<file path="src/rtl/bf_pkg.sv">
// Shared definitions for the beamformer SPI output stage.
//  - bf_spi_state_e : serialiser FSM states
//  - frame_bits()   : SPI frame length from address/data field widths
//  - BF_CLK_DIV / BF_CS_GAP : default SPI timing used by the beamformer top
package bf_pkg;

  localparam int BF_CLK_DIV = 4;  // clk cycles per SCLK half-period
  localparam int BF_CS_GAP  = 2;  // clk cycles of cs_n high between frames

  typedef enum logic [2:0] {
    ST_IDLE  = 3'd0,
    ST_SETUP = 3'd1,
    ST_SHIFT = 3'd2,
    ST_HOLD  = 3'd3,
    ST_GAP   = 3'd4,
    ST_LOAD  = 3'd5
  } bf_spi_state_e;

  function automatic int frame_bits(input int addr_bits, input int data_bits);
    return addr_bits + data_bits;
  endfunction

endpackage

</file>
<file path="src/rtl/bf_sync_fifo.sv">
// Synchronous FIFO with a registered first-word output (first-word fall-through).
// The head entry is moved from the RAM into rd_data one cycle after it becomes
// available; rd_valid flags that rd_data holds the head. pop consumes it.
// Ports:
//  clk, rst_n : clock, async active-low reset
//  wr_en      : write request; ignored while full
//  wr_data    : entry to store
//  pop        : consume rd_data (only honoured while rd_valid)
//  rd_data    : head entry (registered)
//  rd_valid   : rd_data holds a valid entry
//  full       : occupancy == DEPTH (registered)
//  level      : total occupancy, RAM plus output register (registered)
module bf_sync_fifo #(
  parameter int WIDTH = 24,
  parameter int DEPTH = 16
) (
  input  logic                     clk,
  input  logic                     rst_n,
  input  logic                     wr_en,
  input  logic [WIDTH-1:0]         wr_data,
  input  logic                     pop,
  output logic [WIDTH-1:0]         rd_data,
  output logic                     rd_valid,
  output logic                     full,
  output logic [$clog2(DEPTH):0]   level
);

  localparam int AW = $clog2(DEPTH);
  localparam int LW = $clog2(DEPTH) + 1;

  logic [WIDTH-1:0] mem [DEPTH];
  logic [AW:0]      wr_ptr;
  logic [AW:0]      rd_ptr;
  logic             push;
  logic             take;
  logic             ram_empty;
  logic             load;
  logic [LW-1:0]    level_next;

  assign push      = wr_en && !full;
  assign take      = pop && rd_valid;
  assign ram_empty = (wr_ptr == rd_ptr);
  // Refill the output register whenever it is empty or being consumed.
  assign load      = !ram_empty && (!rd_valid || take);

  always_comb begin
    level_next = level;
    case ({push, take})
      2'b10:   level_next = level + 1'b1;
      2'b01:   level_next = level - 1'b1;
      default: level_next = level;
    endcase
  end

  // Storage and registered read; no reset so the array maps onto RAM.
  // Total occupancy never exceeds DEPTH, so the write slot can never be the
  // slot being read in the same cycle.
  always_ff @(posedge clk) begin
    if (push) begin
      mem[wr_ptr[AW-1:0]] <= wr_data;
    end
    if (load) begin
      rd_data <= mem[rd_ptr[AW-1:0]];
    end
  end

  always_ff @(posedge clk or negedge rst_n) begin
    if (!rst_n) begin
      wr_ptr   <= '0;
      rd_ptr   <= '0;
      rd_valid <= 1'b0;
      level    <= '0;
      full     <= 1'b0;
    end else begin
      if (push) begin
        wr_ptr <= wr_ptr + 1'b1;
      end
      if (load) begin
        rd_ptr   <= rd_ptr + 1'b1;
        rd_valid <= 1'b1;
      end else if (take) begin
        rd_valid <= 1'b0;
      end
      level <= level_next;
      full  <= (level_next == LW'(DEPTH));
    end
  end

endmodule

</file>
<file path="src/rtl/bf_spi_channel_tx.sv">
// Per-channel SPI output stage of the beamformer. Buffers {addr,data} words
// from one calc unit, sends each as one mode-0 SPI frame (low address bits then
// low data bits, MSB first) and pulses spi_ld once the FIFO has drained.
// Ports:
//  clk, rst_n : clock, async active-low reset
//  en         : 1 = start new frames; 0 = finish current frame then idle
//  wr_en      : write strobe; wr_addr / wr_data : register address / data
//  full       : FIFO full (writes dropped); level : FIFO occupancy
//  overflow   : sticky dropped-write flag; clr_err clears it (clear wins)
//  busy       : FSM active or FIFO not empty
//  spi_sclk, spi_cs_n, spi_mosi : SPI bus
//  spi_ld     : latch pulse after a batch; batch_done : pulse on its last cycle
module bf_spi_channel_tx
  import bf_pkg::*;
#(
  parameter int ADDR_WIDTH    = 32,
  parameter int DATA_WIDTH    = 32,
  parameter int FIFO_DEPTH    = 16,
  parameter int SPI_ADDR_BITS = 8,
  parameter int SPI_DATA_BITS = 16,
  parameter int CLK_DIV       = BF_CLK_DIV,
  parameter int CS_GAP        = BF_CS_GAP
) (
  input  logic                        clk,
  input  logic                        rst_n,
  input  logic                        en,
  input  logic                        wr_en,
  input  logic [ADDR_WIDTH-1:0]       wr_addr,
  input  logic [DATA_WIDTH-1:0]       wr_data,
  output logic                        full,
  output logic [$clog2(FIFO_DEPTH):0] level,
  output logic                        overflow,
  input  logic                        clr_err,
  output logic                        busy,
  output logic                        spi_sclk,
  output logic                        spi_cs_n,
  output logic                        spi_mosi,
  output logic                        spi_ld,
  output logic                        batch_done
);

  localparam int FRAME_BITS = frame_bits(SPI_ADDR_BITS, SPI_DATA_BITS);
  localparam int DW = $clog2(CLK_DIV + 1);
  localparam int GW = $clog2(CS_GAP + 1);
  localparam int BW = $clog2(FRAME_BITS + 1);
  localparam logic [DW-1:0] DIV_LAST = DW'(CLK_DIV - 1);
  localparam logic [GW-1:0] GAP_LAST = GW'(CS_GAP - 1);
  localparam logic [BW-1:0] BIT_LAST = BW'(FRAME_BITS);

  bf_spi_state_e         state;
  logic [FRAME_BITS-1:0] shift_reg;
  logic [FRAME_BITS-1:0] fifo_wr_data;
  logic [FRAME_BITS-1:0] fifo_rd_data;
  logic                  fifo_rd_valid;
  logic                  pop;
  logic [DW-1:0]         div_cnt;
  logic [GW-1:0]         gap_cnt;
  logic [BW-1:0]         bit_cnt;
  logic                  div_last;
  logic                  gap_last;
  logic                  ld_half;
  logic                  ld_last_next;
  logic                  pending_ld;
  logic                  unused_bits;

  assign fifo_wr_data = {wr_addr[SPI_ADDR_BITS-1:0], wr_data[SPI_DATA_BITS-1:0]};
  // Upper address/data bits are not transmitted on this bus.
  assign unused_bits  = ^{wr_addr, wr_data};

  assign div_last = (div_cnt == DIV_LAST);
  assign gap_last = (gap_cnt == GAP_LAST);

  // A frame starts from IDLE, or straight from the end of GAP for back-to-back
  // frames. The pop and the shift-register load happen on the same edge.
  assign pop = en && fifo_rd_valid &&
               ((state == ST_IDLE) || ((state == ST_GAP) && gap_last));

  // LOAD runs for two divider periods (ld_half selects the second); this is
  // high when the cycle after the current one is the final spi_ld cycle.
  assign ld_last_next = div_last ? (!ld_half && (CLK_DIV == 1))
                                 : (ld_half && ((div_cnt + 1'b1) == DIV_LAST));

  bf_sync_fifo #(
    .WIDTH (FRAME_BITS),
    .DEPTH (FIFO_DEPTH)
  ) u_fifo (
    .clk      (clk),
    .rst_n    (rst_n),
    .wr_en    (wr_en),
    .wr_data  (fifo_wr_data),
    .pop      (pop),
    .rd_data  (fifo_rd_data),
    .rd_valid (fifo_rd_valid),
    .full     (full),
    .level    (level)
  );

  always_ff @(posedge clk or negedge rst_n) begin
    if (!rst_n) begin
      overflow <= 1'b0;
    end else if (clr_err) begin
      overflow <= 1'b0;
    end else if (wr_en && full) begin
      overflow <= 1'b1;
    end
  end

  always_ff @(posedge clk or negedge rst_n) begin
    if (!rst_n) begin
      busy <= 1'b0;
    end else begin
      busy <= (state != ST_IDLE) || (level != '0);
    end
  end

  always_ff @(posedge clk or negedge rst_n) begin
    if (!rst_n) begin
      state      <= ST_IDLE;
      shift_reg  <= '0;
      div_cnt    <= '0;
      gap_cnt    <= '0;
      bit_cnt    <= '0;
      ld_half    <= 1'b0;
      pending_ld <= 1'b0;
      spi_cs_n   <= 1'b1;
      spi_sclk   <= 1'b0;
      spi_mosi   <= 1'b0;
      spi_ld     <= 1'b0;
      batch_done <= 1'b0;
    end else begin
      batch_done <= 1'b0;
      unique case (state)
        ST_IDLE: begin
          if (pop) begin
            state     <= ST_SETUP;
            shift_reg <= fifo_rd_data;
            spi_mosi  <= fifo_rd_data[FRAME_BITS-1];
            spi_cs_n  <= 1'b0;
            spi_sclk  <= 1'b0;
            div_cnt   <= '0;
            bit_cnt   <= '0;
          end else if (pending_ld && (level == '0)) begin
            // Latch only once the whole batch has been shifted out.
            state   <= ST_LOAD;
            spi_ld  <= 1'b1;
            div_cnt <= '0;
            ld_half <= 1'b0;
          end
        end

        ST_SETUP: begin
          if (div_last) begin
            state    <= ST_SHIFT;
            spi_sclk <= 1'b1;
            div_cnt  <= '0;
          end else begin
            div_cnt <= div_cnt + 1'b1;
          end
        end

        ST_SHIFT: begin
          if (div_last) begin
            div_cnt <= '0;
            if (spi_sclk) begin
              // Falling edge: bit done, present the next one.
              spi_sclk  <= 1'b0;
              bit_cnt   <= bit_cnt + 1'b1;
              shift_reg <= {shift_reg[FRAME_BITS-2:0], 1'b0};
              spi_mosi  <= shift_reg[FRAME_BITS-2];
            end else if (bit_cnt == BIT_LAST) begin
              // Low half-period after the final fall has elapsed.
              state <= ST_HOLD;
            end else begin
              spi_sclk <= 1'b1;
            end
          end else begin
            div_cnt <= div_cnt + 1'b1;
          end
        end

        ST_HOLD: begin
          if (div_last) begin
            state      <= ST_GAP;
            spi_cs_n   <= 1'b1;
            gap_cnt    <= '0;
            div_cnt    <= '0;
            pending_ld <= 1'b1;
          end else begin
            div_cnt <= div_cnt + 1'b1;
          end
        end

        ST_GAP: begin
          if (gap_last) begin
            if (pop) begin
              state     <= ST_SETUP;
              shift_reg <= fifo_rd_data;
              spi_mosi  <= fifo_rd_data[FRAME_BITS-1];
              spi_cs_n  <= 1'b0;
              spi_sclk  <= 1'b0;
              div_cnt   <= '0;
              bit_cnt   <= '0;
            end else begin
              state <= ST_IDLE;
            end
          end else begin
            gap_cnt <= gap_cnt + 1'b1;
          end
        end

        ST_LOAD: begin
          if (ld_last_next) begin
            batch_done <= 1'b1;
          end
          if (div_last) begin
            div_cnt <= '0;
            if (ld_half) begin
              state      <= ST_IDLE;
              spi_ld     <= 1'b0;
              pending_ld <= 1'b0;
              ld_half    <= 1'b0;
            end else begin
              ld_half <= 1'b1;
            end
          end else begin
            div_cnt <= div_cnt + 1'b1;
          end
        end

        default: begin
          state <= ST_IDLE;
        end
      endcase
    end
  end

endmodule

</file>
<file path="config.mk">
export PLATFORM = sky130hd
export DESIGN_NAME = bf_spi_channel_tx
export DESIGN_NICKNAME = d
export VERILOG_FILES = /design/src/rtl/bf_pkg.sv /design/src/rtl/bf_sync_fifo.sv /design/src/rtl/bf_spi_channel_tx.sv
export SDC_FILE = /design/constraint.sdc
export NUM_CORES = 1
export LEC_CHECK = 0
export ABC_AREA = 1
export BUFFER_PORTS_ARGS = -buffer_cell sky130_fd_sc_hd__buf_2
export CORE_ASPECT_RATIO = 1.1
export CORE_MARGIN = 3
export CORE_UTILIZATION = 52
export CTS_CLUSTER_SIZE = 24
export DETAILED_ROUTE_END_ITERATION = 12
export GPL_ROUTABILITY_DRIVEN = 0
export PLACE_DENSITY = 0.78
export SYNTH_ARGS = -nofsm -noshare
export SYNTH_HDL_FRONTEND = slang
export SYNTH_HIERARCHICAL = 1
export SYNTH_SLANG_ARGS = --single-unit
export TNS_END_PERCENT = 100
</file>
<file path="constraint.sdc">
create_clock -name clk -period 6.27 [get_ports clk]
set_input_delay 0.3135 -clock clk [delete_from_list [all_inputs] [get_ports clk]]
set_output_delay 0.3135 -clock clk [all_outputs]
set_load 0.02 [all_outputs]
</file>
==> results by stage <==
Timing:
- For the final database, setup skew stands at ~0.014 ns.
- The count of endpoints failing setup in the final report is 0.
- For this run, the top clock speed supported by timing is 341 MHz.
- At the pin with the least slew margin, the transition time is between 1 and 1.5 ns.
- The final count of hold timing violations is 0.
- In this run the tightest slew margin relative to its limit is 0.172.
- The portion of the clock cycle consumed by the worst path in the final layout is 0.468.
- The setup total negative slack is 0 ns.
- The count of final max-slew check failures is 0.
- The minimum period implied by the final worst setup slack is between 2 and 3 ns.
- Setup repair after global routing left no endpoint under its margin.

Logic synthesis:
- The compound-gate portion of the synthesized area came to 0.0961.
- The synthesized netlist net count is between 1500 and 2000.
- The count of yosys warnings during synthesis is 6.
- The synthesized-area fraction occupied by and/or/nand/nor cells is 0.112.
- Dividing the synthesized area by the synthesized cell count gives between 10 and 15 um2.
- Of the total synthesized cell area, the portion taken by full adders, half adders and majority gates is 0.00905.
- The number of cells produced by synthesis is around 1500.
- In this run the cell area of the synthesized design comes to around 0.019 mm2.
- The register bit count reported by yosys is 470.
- The number of distinct library cells after synthesis is 44.
- The combinational family with the most area after synthesis is simple AND/OR/NAND/NOR gates.
- The xor and xnor area share after synthesis is 0.00679.
- For this run, the register share of the synthesized area comes to 0.713.
- Of the post-synthesis cell area, the part taken by muxes is 0.0202.

Floorplan:
- The die covers ~0.040 mm2.
- The horizontal extent of the die is approximately 190 um.
- The floorplan step defined a core boundary enclosing between 0.03 and 0.04 mm2.
- For this configuration, the core starts out at a cell density of 0.531.
- After floorplanning, the core was divided into 73 placement rows.
- The y dimension of the die is approximately 210 um.
- The total I/O pin count is between 80 and 90.

Pwr:
- In this run the static leakage power is between 7 and 8 nW.
- The peak ir drop on the vdd network is approximately 0.29 mV.
- Dividing total power by cell area gives a power density of 472 mW/mm2.

Place:
- In this run, placement finished with an instance count of 1964.
- The number of buffers inserted by port buffering is slightly above 40.
- The detailed placement HPWL is roughly 22000 um.
- The area of placed instances is slightly below 0.02 mm2.

Critical path:
- The kind of cell with the highest combined delay on the critical path is buffers and inverters.
- The slowest library cell on the worst path is sky130_fd_sc_hd__dfrtp_4.
- Traced cell by cell, the critical path runs through clkinv_4, buf_4, nor2_1, o22ai_1, o211ai_1, nand3_1.
- The worst register-to-register path begins at u_fifo/rd_ptr[0].
- The critical path endpoint category is a register.
- The capture point of the worst reg-to-reg path is u_fifo/rd_data[23].
- The count of buffering cells on the critical path with inverters included is 2.
- The highest net fanout along the worst path is 80.
- The worst reg-to-reg setup slack is approximately 3.3 ns.
- The worst setup path is of the register to register kind.
- The depth of the most critical reg-to-reg path is 6.
- The worst setup path is launched from a register.
- On the worst path, the slowest cell contributes a delay of 0.76 ns.
- Data arrives at the worst endpoint at between 3 and 4 ns.
- STA puts the critical path data required time at 6.55 ns.

Final layout:
- The total of fill cells in the finished design is between 2000 and 3000.
- Measured on the finished design, the core utilization comes to 0.587.
- The non-filler instance count after layout is 2053.
- Of the cells placed in the final design, the portion with a size suffix greater than 1 is 0.130.
- The area growth from synthesis to layout is 10.6%.
- The net count of the finished layout is 1610.
- After routing the design area is 0.0214 mm2.
- The number of flip-flops in the largest register is roughly 380.

Hold path:
- The worst hold path begins at wr_en.
- The worst hold-check path type is input pin to register.
- For hold timing, the worst endpoint is overflow.
- Counting instances, the worst hold path has a depth of 3.

Clock tree:
- The total number of clock tree sinks is 470.
- The H-tree depth is 2.
- The number of clock buffers added by TritonCTS is 46.
- Once the clock tree was built, the resizer swapped 0 gates to a different size.
- The clock latency at the later pin of the worst-skew pair is 0.55 ns.
- The maximum count of clock buffers along a single path is 3.
- The TritonCTS clock tree is yes.
- The root buffer cell chosen for the clock tree is sky130_fd_sc_hd__clkbuf_16.
- The register clock-pin slew on the reported worst setup and hold paths is 0.06 ns.

Route:
- In this run, the number of DRC markers left after iteration 0 of detailed routing was ~1200.
- The final routed wirelength across all metal layers is around 40000 um.
- After detailed routing, no signal wire sits above met4.
- Once detail routing completed, the nets flagged for antenna violations numbered 0.
- The met1 routed wirelength after detailed routing is 15900 um.
- In the routed design, unresolved DRC markers number 0.
- The average wire length per cell after detail routing is between 20 and 25 um.
- The first-pass detailed-route iteration total is 6.
- The final route contains between 10000 and 15000 vias.
- In the routed layout, each cell is associated on average with a via count of between 5 and 6.
- The routed length on met3 is approximately 3500 um.
- The routed design uses just over 20000 um of met2 wire.

Global route:
- Entering global routing, the biggest net connects about 90 pins.
- The initial antenna violation count is 1.
- The number of global-route vias before repair came to 11500.
- The overall routing resource usage is 0.205.
- After global routing the overflow that remains totals 0.
- The global-route wire length before repair is around 63000 um.

Run:
- Across the run, the number of max-cap violations was 0.

Outcome:
- The flow ran to the end, and the final reports show no timing, DRC or antenna violations.
[worst register-to-register path, stage by stage, from the launching register on]
cell and delay, ns:
sky130_fd_sc_hd__dfrtp_4 0.76, sky130_fd_sc_hd__clkinv_4 0.61, sky130_fd_sc_hd__buf_4 0.58, sky130_fd_sc_hd__nor2_1 0.25, sky130_fd_sc_hd__o22ai_1 0.10, sky130_fd_sc_hd__o211ai_1 0.23, sky130_fd_sc_hd__nand3_1 0.14
[per-layer routing]
| metal | vias to the layer above | global-route usage |
|---|---|---|
| li1 | 5480 | - |
| met1 | 5821 | 0.272 |
| met2 | 501 | 0.345 |
| met3 | 82 | 0.0340 |
| met4 | 0 | 0.0737 |
| met5 | - | 0 |
[Yosys cell counts (all sizes together)]
cell    count  area share
o221ai     30       0.014
a21oi       7      0.0022
buf        50       0.022
o32ai      48       0.022
xnor2       4      0.0018
a21boi      1     0.00039
dfrtp      61       0.079
clkinv      2     0.00065
inv        70       0.014
nand3b      5      0.0019
clkbuf     34      0.0067
o21ai     164       0.047
o22ai       9      0.0029
edfxtp    408        0.63
nand3      65       0.017
dfstp       1      0.0014
or2         1     0.00032
a32o        1     0.00052
ha         14      0.0091
o211ai     19      0.0074
mux2i      39       0.020
nand4       7      0.0030
xor2       11      0.0050
nor2      261       0.052
nand2     183       0.038
[cells by family (layout without fill, tap and decap cells)]
| kind of cell | Yosys count | in the layout |
|---|---|---|
| AND/OR/NAND/NOR | 522 | 522 |
| flip-flops | 470 | 470 |
| AO/OA/AOI/OAI | 279 | 279 |
| buffers and inverters | 156 | 225 |
| multiplexers | 39 | 39 |
| XOR/XNOR | 15 | 15 |
| adder cells (fa/ha/maj) | 14 | 14 |
| other | 0 | 2 |
[area by class of cell]
type | instances | area [um2] | share of cell area
antenna | 2 | 5.00 | 0.000234
sequential | 470 | 13800 | 0.646
multi-input combinational | 869 | 4780 | 0.223
inverter | 72 | 278 | 0.0130
timing repair buffer | 68 | 413 | 0.0193
clock inverter | 28 | 285 | 0.0133
clock buffer | 57 | 1210 | 0.0567
tap | 487 | 609 | 0.0285
[repair_timing]
action	in CTS	in global routing
endpoints found under the setup margin	0	0
buffers inserted	0	0
hold endpoints to repair	36	0
hold buffers	2	0
[placed cells by master (no fill, tap or decap), types with 2 or more instances in the layout]
cell type and instances:
sky130_fd_sc_hd__dfrtp_4 2, sky130_fd_sc_hd__o21ai_2 23, sky130_fd_sc_hd__o21ai_1 14, sky130_fd_sc_hd__buf_4 25, sky130_fd_sc_hd__nand4_1 6, sky130_fd_sc_hd__clkinv_1 9
sky130_fd_sc_hd__ha_1 14, sky130_fd_sc_hd__diode_2 2, sky130_fd_sc_hd__a21oi_1 5, sky130_fd_sc_hd__dlygate4sd3_1 2, sky130_fd_sc_hd__edfxtp_1 408, sky130_fd_sc_hd__o22ai_1 9
sky130_fd_sc_hd__nor2_4 3, sky130_fd_sc_hd__clkbuf_1 10, sky130_fd_sc_hd__nor2_2 16, sky130_fd_sc_hd__xor2_1 11, sky130_fd_sc_hd__buf_2 41, sky130_fd_sc_hd__o32ai_1 48
sky130_fd_sc_hd__inv_6 3, sky130_fd_sc_hd__o211ai_1 19, sky130_fd_sc_hd__o21ai_0 126, sky130_fd_sc_hd__clkinvlp_4 2, sky130_fd_sc_hd__xnor2_1 4, sky130_fd_sc_hd__inv_2 2
sky130_fd_sc_hd__a21oi_2 2, sky130_fd_sc_hd__clkbuf_16 47, sky130_fd_sc_hd__nand2_1 169, sky130_fd_sc_hd__clkinv_4 3, sky130_fd_sc_hd__bufinv_16 5, sky130_fd_sc_hd__nand2_4 2
sky130_fd_sc_hd__clkinv_2 7, sky130_fd_sc_hd__nand2_2 12, sky130_fd_sc_hd__o221ai_1 30, sky130_fd_sc_hd__dfrtp_1 59, sky130_fd_sc_hd__mux2i_1 39, sky130_fd_sc_hd__nand3_1 64
sky130_fd_sc_hd__nor2_1 241, sky130_fd_sc_hd__inv_1 67, sky130_fd_sc_hd__nand3b_1 5
[worst max path at each step]
stage / from / end / slack (ns) / depth (start not counted)
2_1_floorplan: u_fifo/full / u_fifo/mem[15][0] / 3.86 / 5
4_1_cts: u_fifo/rd_ptr[0] / u_fifo/rd_data[23] / 3.35 / 6
3_3_place_gp: u_fifo/rd_ptr[0] / u_fifo/rd_data[23] / 3.40 / 6
5_1_grt: u_fifo/rd_ptr[0] / u_fifo/rd_data[23] / 3.17 / 6
6_report: u_fifo/rd_ptr[0] / u_fifo/rd_data[23] / 3.33 / 6
3_5_place_dp: u_fifo/rd_ptr[0] / u_fifo/rd_data[23] / 3.35 / 6
[power breakdown]
group | leakage, nW | internal (mW) | switching (mW)
Sequential | 4.47 | 3.99 | 0.287
Combinational | 2.41 | 0.965 | 2.13
Clock | 0.730 | 1.59 | 1.13
Total | 7.60 | 6.55 | 3.55
[stage by stage]
step                      power [mW]  hold slack, ns  worst slack [ns]
final                           10.1          0.0433              3.33
after global routing            10.7          0.0537              3.17
after CTS                       10.1          0.0243              3.35
after detailed placement        7.40           0.478              3.35
after global placement          7.27           0.465              3.40
after floorplan                 6.64          0.0179              3.86
Power figures use the tool's default switching activity.
